$ cat src/rtl/ysyx_npc_core_pkg.sv
// Shared constants and decode types for the single-cycle RV64I bring-up core.
// Pure declarations; no timing or flow control.
package ysyx_npc_core_pkg;

  localparam int          XLEN     = 64;
  localparam logic [63:0] RESET_PC = 64'h8000_0000;

  localparam logic [6:0] OP_IMM    = 7'b0010011;
  localparam logic [6:0] OP_LUI    = 7'b0110111;
  localparam logic [6:0] OP_AUIPC  = 7'b0010111;
  localparam logic [6:0] OP_JAL    = 7'b1101111;
  localparam logic [6:0] OP_JALR   = 7'b1100111;
  localparam logic [6:0] OP_SYSTEM = 7'b1110011;

  localparam logic [31:0] EBREAK_WORD = 32'h0010_0073;

  typedef enum logic [2:0] {
    CLS_NOP,
    CLS_ADDI,
    CLS_LUI,
    CLS_AUIPC,
    CLS_JAL,
    CLS_JALR,
    CLS_EBREAK
  } cls_t;

  typedef struct packed {
    cls_t            cls;
    logic [4:0]      rd;
    logic [4:0]      rs1;
    logic [4:0]      rs2;
    logic [XLEN-1:0] imm_i;
    logic [XLEN-1:0] imm_u;
    logic [XLEN-1:0] imm_j;
  } dec_t;

endpackage

$ cat src/rtl/ysyx_npc_core_exu.sv
// ALU, next-PC, register write-back and sticky halt flag.
// Results commit on the same edge as the PC update; no backpressure.
module ysyx_npc_core_exu
  import ysyx_npc_core_pkg::*;
(
  input  logic            clk,
  input  logic            rst,
  input  logic [XLEN-1:0] pc,
  input  dec_t            dec,
  output logic [XLEN-1:0] dnpc,
  output logic            halt
);

  logic [XLEN-1:0] rs1_val;
  logic [XLEN-1:0] unused_rs2_val;
  logic            wr_en;
  logic [XLEN-1:0] wr_dat;
  logic            halt_set;
  logic [XLEN-1:0] jalr_tgt;

  ysyx_npc_core_regfile u_regfile (
    .clk    (clk),
    .rst    (rst),
    .raddr1 (dec.rs1),
    .raddr2 (dec.rs2),
    .rdata1 (rs1_val),
    .rdata2 (unused_rs2_val),
    .we     (wr_en && !halt),
    .waddr  (dec.rd),
    .wdata  (wr_dat)
  );

  assign jalr_tgt = rs1_val + dec.imm_i;

  always_comb begin
    dnpc     = pc + 64'd4;
    wr_en    = 1'b0;
    wr_dat   = '0;
    halt_set = 1'b0;
    unique case (dec.cls)
      CLS_ADDI:   begin wr_en = 1'b1; wr_dat = jalr_tgt; end
      CLS_LUI:    begin wr_en = 1'b1; wr_dat = dec.imm_u; end
      CLS_AUIPC:  begin wr_en = 1'b1; wr_dat = pc + dec.imm_u; end
      CLS_JAL:    begin wr_en = 1'b1; wr_dat = pc + 64'd4; dnpc = pc + dec.imm_j; end
      CLS_JALR:   begin wr_en = 1'b1; wr_dat = pc + 64'd4; dnpc = {jalr_tgt[XLEN-1:1], 1'b0}; end
      // PC parks on the EBREAK address so it stays there once halted.
      CLS_EBREAK: begin halt_set = 1'b1; dnpc = pc; end
      default:    ;
    endcase
  end

  always_ff @(posedge clk or negedge rst) begin
    if (!rst) begin
      halt <= 1'b0;
    end else if (halt_set) begin
      halt <= 1'b1;
    end
  end

endmodule

$ cat src/rtl/ysyx_npc_core_idu.sv
// Combinational instruction decode: register fields, immediates, class.
// Zero latency; no backpressure.
module ysyx_npc_core_idu
  import ysyx_npc_core_pkg::*;
(
  input  logic [31:0] inst,
  output dec_t        dec
);

  logic [9:0] opcode;

  assign opcode = {inst[14:12], inst[6:0]};

  always_comb begin
    dec.rd    = inst[11:7];
    dec.rs1   = inst[19:15];
    dec.rs2   = inst[24:20];
    dec.imm_i = {{52{inst[31]}}, inst[31:20]};
    dec.imm_u = {{32{inst[31]}}, inst[31:12], 12'b0};
    dec.imm_j = {{43{inst[31]}}, inst[31], inst[19:12], inst[20], inst[30:21], 1'b0};

    // EBREAK is a full-word match; any other SYSTEM encoding falls to NOP.
    if (inst == EBREAK_WORD)                    dec.cls = CLS_EBREAK;
    else if (opcode == {3'b000, OP_IMM})        dec.cls = CLS_ADDI;
    else if (opcode[6:0] == OP_LUI)             dec.cls = CLS_LUI;
    else if (opcode[6:0] == OP_AUIPC)           dec.cls = CLS_AUIPC;
    else if (opcode[6:0] == OP_JAL)             dec.cls = CLS_JAL;
    else if (opcode == {3'b000, OP_JALR})       dec.cls = CLS_JALR;
    else                                        dec.cls = CLS_NOP;
  end

endmodule

$ cat src/rtl/ysyx_npc_core_ifu.sv
// PC register with reset load and halt freeze.
// Updates on every non-halted edge; no backpressure.
module ysyx_npc_core_ifu
  import ysyx_npc_core_pkg::*;
(
  input  logic            clk,
  input  logic            rst,
  input  logic [XLEN-1:0] dnpc,
  input  logic            halt,
  output logic [XLEN-1:0] pc
);

  always_ff @(posedge clk or negedge rst) begin
    if (!rst) begin
      pc <= RESET_PC;
    end else if (!halt) begin
      pc <= dnpc;
    end
  end

endmodule

$ cat src/rtl/ysyx_npc_core_regfile.sv
// 32 x XLEN register file, two combinational reads, one write; x0 hardwired to 0.
// Write commits on the clock edge; no backpressure.
module ysyx_npc_core_regfile
  import ysyx_npc_core_pkg::*;
(
  input  logic            clk,
  input  logic            rst,
  input  logic [4:0]      raddr1,
  input  logic [4:0]      raddr2,
  output logic [XLEN-1:0] rdata1,
  output logic [XLEN-1:0] rdata2,
  input  logic            we,
  input  logic [4:0]      waddr,
  input  logic [XLEN-1:0] wdata
);

  logic [XLEN-1:0] regs [32];

  always_ff @(posedge clk or negedge rst) begin
    if (!rst) begin
      for (int i = 0; i < 32; i++) regs[i] <= '0;
    end else if (we && (waddr != 5'd0)) begin
      regs[waddr] <= wdata;
    end
  end

  assign rdata1 = (raddr1 == 5'd0) ? '0 : regs[raddr1];
  assign rdata2 = (raddr2 == 5'd0) ? '0 : regs[raddr2];

endmodule

$ cat src/rtl/ysyx_npc_core.sv
// Single-cycle RV64I bring-up core (ADDI/LUI/AUIPC/JAL/JALR/EBREAK), halts on EBREAK.
// One instruction retires per edge from the combinational inst at pc; no backpressure.
module ysyx_npc_core
  import ysyx_npc_core_pkg::*;
(
  input  logic            clk,
  input  logic            rst,
  input  logic [31:0]     inst,
  output logic [XLEN-1:0] pc,
  output logic            halt
);

  dec_t            dec;
  logic [XLEN-1:0] dnpc;

  ysyx_npc_core_ifu u_ifu (
    .clk  (clk),
    .rst  (rst),
    .dnpc (dnpc),
    .halt (halt),
    .pc   (pc)
  );

  ysyx_npc_core_idu u_idu (
    .inst (inst),
    .dec  (dec)
  );

  ysyx_npc_core_exu u_exu (
    .clk  (clk),
    .rst  (rst),
    .pc   (pc),
    .dec  (dec),
    .dnpc (dnpc),
    .halt (halt)
  );

endmodule

$ cat config.mk
export PLATFORM = sky130hd
export DESIGN_NAME = ysyx_npc_core
export DESIGN_NICKNAME = d
export VERILOG_FILES = /design/src/rtl/ysyx_npc_core_pkg.sv /design/src/rtl/ysyx_npc_core_exu.sv /design/src/rtl/ysyx_npc_core_idu.sv /design/src/rtl/ysyx_npc_core_ifu.sv /design/src/rtl/ysyx_npc_core_regfile.sv /design/src/rtl/ysyx_npc_core.sv
export SDC_FILE = /design/constraint.sdc
export NUM_CORES = 2
export LEC_CHECK = 0
export BUFFER_PORTS_ARGS = -buffer_cell sky130_fd_sc_hd__buf_2
export CORE_MARGIN = 5
export CORE_UTILIZATION = 55
export DETAILED_ROUTE_END_ITERATION = 6
export PLACE_DENSITY = 0.68
export SYNTH_ARGS = -nofsm -noshare
export SYNTH_HDL_FRONTEND = slang
export SYNTH_SLANG_ARGS = --single-unit
export TNS_END_PERCENT = 1
$ cat constraint.sdc
create_clock -name clk -period 10.85 [get_ports clk]
set_input_delay 0.5425 -clock clk [delete_from_list [all_inputs] [get_ports clk]]
set_output_delay 0.5425 -clock clk [all_outputs]
set_load 0.05 [all_outputs]
==> metrics.md <==
| Metric | Value |
|---|---|
| Result of the run | `finished, violations left` |
| Failing checks | `DRC` |
| Kind of critical path | `input port to register` |
| Crit path time final | `7.15 ns` |
| Number of max-slew violations in the final report | `0` |
| Crit share post-route | `0.659` |
| Critical-path maximum fanout | `between 50 and 60` |
| Routed via count | `around 81,000` |
| Number of buffers added for setup after CTS | `0` |
| Dominant combinational cell family by area after synthesis | `compound AO/OA/AOI/OAI gates` |
| Net count, final | `9,984` |
| Number of antenna violations at the first check in global routing | `18` |
| Total track usage | `0.335` |
| First-pass GRT wire length | `roughly 500 mm` |
| Post-Synth XOR/XNOR Area | `0.0172` |
| Synthesized instance count | `10,286` |
| Final hold violations | `0` |
| Pre-CTS setup slack | `slightly above 3 ns` |
| Number of DRC markers after the initial detailed-route iteration | `9,516` |
| Transition time at the pin with the least slew margin | `approximately 1.4 ns` |
| Total wire length | `333 mm` |
| Number of enable flip-flop cells after synthesis | `0` |
| Distinct cells, synth | `around 100` |
| Worst Setup End Kind | `register` |
| Setup violation total in the final timing report | `0` |
| Compound-cell area share of the yosys netlist | `0.172` |
| DR DRC count | `1` |
| Number of cell rows | `around 160` |
| Min-Delay Endpoint | `u_exu.u_regfile.regs[1585]$_DFFE_PN0P_` |
| Clock transition time at the flip-flop clock pins of the worst setup and hold paths | `0.06 ns` |
| Critical Path RT | `11.55 ns` |
| HPWL after detailed placement | `roughly 200 mm` |
| Share of cell area taken by muxes after synthesis | `0.131` |
| Input/output buffers | `between 90 and 100` |
| Largest net degree at the start of global routing | `about 190` |
| Peak VDD IR | `0.126 mV` |
| Initial Util | `0.553` |
| Fraction of synthesis flops using an asynchronous set or reset pin | `1.00` |
| Worst hold path startpoint | `inst[7]` |
| Share of synthesized area occupied by flip-flops and latches | `0.509` |
| Final setup slack of the worst path | `roughly 3.7 ns` |
| Core box area | `between 150,000 and 200,000 µm²` |
| Reg2Reg Depth | `17` |
| Primary flip-flop cell chosen by synthesis mapping | `dfrtp_1` |
| Worst hold path depth | `4` |
| Average footprint of a synthesized cell | `slightly above 10 µm²` |
| Synthesis warning total | `0` |
| Area delta synth->final | `9.46%` |
| Via count of the first global-routing pass | `between 70,000 and 80,000` |
| Resized Gates After CTS | `0` |
| Layout cells sized above 1 | `0.142` |
| Router iterations before antenna repair | `7` |
| Setup repair after global routing missed its margin | `no` |
| Post-Place Cell Area | `~110,000 µm²` |
| Cts hold-fix bufs | `1` |
| Overflow after GRT | `0` |
| Crit Reg-Reg Startpoint | `u_exu.u_regfile.regs[1115]$_DFFE_PN0P_` |
| Maximum buffer depth of the clock tree | `3` |
| Die outline height | `445 µm` |
| P per Cell Area | `about 170 nW/µm²` |
| Arrival time reported for the critical path endpoint | `7.85 ns` |
| Max H-tree Level | `4` |
| Total nets after synthesis | `10,460` |
| Slack of the worst reg-to-reg path | `approximately 4.5 ns` |
| Die area | `198,000 µm²` |
| DIE WIDTH | `445 µm` |
| Highest attainable clock frequency | `roughly 0.14 GHz` |
| Post-Route Setup TNS | `0 ns` |
| Layout filler cell count | `approximately 15,000` |
| Average detailed-routed wire length per instance | `roughly 27 µm` |
| Clock root buffer | `clkbuf_16` |
| Cell area after synthesis | `roughly 100,000 µm²` |
| Via density per instance | `roughly 6.5` |
| Insertion delay to the later sink of the worst-skew pair | `0.90 ns` |
| Tightest hold margin | `just over 0.2 ns` |
| Clock tree from TritonCTS | `done` |
| Boundary Pins | `between 90 and 100` |
| #FFs+latches synth | `~2,100` |
| Post-detailed-route count of antenna-violating nets | `0` |
| Adder-cell share of the synthesized area | `0.0171` |
| Number of max-cap violations | `0` |
| Static power due to leakage | `0.0504 µW` |
| Final clock skew | `just over 0.09 ns` |
| Path type of the worst min-delay path | `input port to register` |
| Slew HR | `0.0520` |
| CTS buffer count | `213` |
| Post-route cell area | `between 100,000 and 150,000 µm²` |
| Routability congestion estimate | `0.953` |
| Total number of clock tree sinks | `~2,100` |
| Startpoint type of the worst setup path | `input port` |
| Endpoint of the worst register-to-register path | `u_exu.u_regfile.regs[702]$_DFFE_PN0P_` |
| Simple logic cell fraction of the synthesized area | `0.115` |
-- worst max-delay path, cell delays in order --
cell       delay, ns
buf_8           0.37
buf_12          0.48
nor2_1          0.16
nand2_4         0.40
buf_4           0.50
o22ai_1         0.16
a221oi_1        0.41
nor2_1          0.10
a21oi_1         0.56
nor2_1          0.13
ha_1            0.41
a21o_1          0.22
a21o_1          0.18
a21o_1          0.20
o2bb2ai_1       0.19
a221oi_1        0.30
o21ai_1         0.19
a211oi_1        0.60
mux2i_1         0.27
a211oi_4        1.13
a21oi_1         0.16
-- cells by family (layout without fill, tap and decap cells) --
kind of cell	after synthesis	count (layout)
other	1	13
adder cells (fa/ha/maj)	140	140
flip-flops	2112	2112
AO/OA/AOI/OAI	3123	3123
XOR/XNOR	202	202
AND/OR/NAND/NOR	2941	2941
buffers and inverters	1025	724
multiplexers	742	742
-- state kept, by name, indices dropped and copies added (netlist names) --
register              cells
u_exu.halt                1
u_exu.u_regfile.regs   2048
u_ifu.pc                 63
-- routing by layer --
layer  track usage  wire, µm  up-vias
met1         0.487    139000    40714
met3        0.0668     32900      672
met2         0.509    148000     3947
li1              -         -    35546
met5             0        54        -
met4         0.120     12500        8
-- placed cells by master, fill, tap and decap left out, drive strengths merged, types with 56 or more instances in the layout --
cell type  count
o22ai         67
inv           58
o221ai        56
mux4         491
ha           137
nand2       1541
mux2i        182
xnor2        122
buf          278
nor2        1002
o21ai       1462
dfrtp       2111
clkbuf       309
nor3          84
nand3         65
mux2          69
a21oi       1038
a21o          84
xor2          80
nand4         61
a221oi        78
-- area by class of cell --
cell class / instances / area [µm²] / area share
clock buffer: 307 / 6130 / 0.0539
sequential: 2112 / 52900 / 0.465
antenna: 12 / 30.0 / 0.000264
inverter: 53 / 199 / 0.00175
clock inverter: 83 / 1240 / 0.0109
timing repair buffer: 281 / 2160 / 0.0190
multi-input combinational: 7149 / 48000 / 0.422
tap: 2495 / 3120 / 0.0274
-- through the flow --
| step | cells | total power (µW) | util |
|---|---|---|---|
| 4_1_cts | 12479 | 19200 | 0.606 |
| 5_1_grt | 12483 | 19900 | 0.606 |
| 3_3_place_gp | 12088 | 11600 | 0.566 |
| 2_1_floorplan | 10286 | 10500 | - |
| 6_report | 12492 | 19200 | 0.606 |
| 3_5_place_dp | 12088 | 11600 | 0.566 |
-- worst max path at each step --
stage	from	slack (ns)	endpoint
floorplan	inst[15]	5.16	u_exu.u_regfile.regs[1962]$_DFFE_PN0P_
global placement	inst[17]	3.18	u_exu.u_regfile.regs[1918]$_DFFE_PN0P_
detailed placement	inst[17]	3.06	u_exu.u_regfile.regs[1726]$_DFFE_PN0P_
CTS	inst[17]	3.94	u_exu.u_regfile.regs[1918]$_DFFE_PN0P_
global route	inst[17]	3.51	u_exu.u_regfile.regs[1918]$_DFFE_PN0P_
finish	inst[17]	3.70	u_exu.u_regfile.regs[702]$_DFFE_PN0P_
-- Yosys cell counts (all sizes together), types with 24 or more instances --
master | count | share of area
a21o | 84 | 0.0061
o21bai | 24 | 0.0017
a21oi | 1038 | 0.051
nor2 | 1002 | 0.036
inv | 52 | 0.0019
o21ai | 1462 | 0.071
buf | 179 | 0.0082
and3 | 45 | 0.0027
xnor2 | 122 | 0.010
nand4 | 61 | 0.0037
a31oi | 42 | 0.0026
a211o | 24 | 0.0020
a211oi | 53 | 0.0040
o211ai | 30 | 0.0022
nand2b | 25 | 0.0016
nand3 | 65 | 0.0031
o221ai | 56 | 0.0047
nor3 | 84 | 0.0044
mux4 | 491 | 0.11
xor2 | 80 | 0.0069
clkbuf | 793 | 0.029
a221oi | 78 | 0.0072
nand2 | 1541 | 0.056
mux2 | 69 | 0.0075
mux2i | 182 | 0.018
dfrtp | 2111 | 0.51
o22ai | 67 | 0.0040
ha | 137 | 0.016
-- power breakdown --
part,switching (µW),internal [µW],leakage [µW],total (µW)
registers,299,8080,0.0292,8380
logic,2170,1010,0.0176,3180
clock network,3240,4450,0.00359,7690
Note: power is estimated with default switching activity, not from simulation.
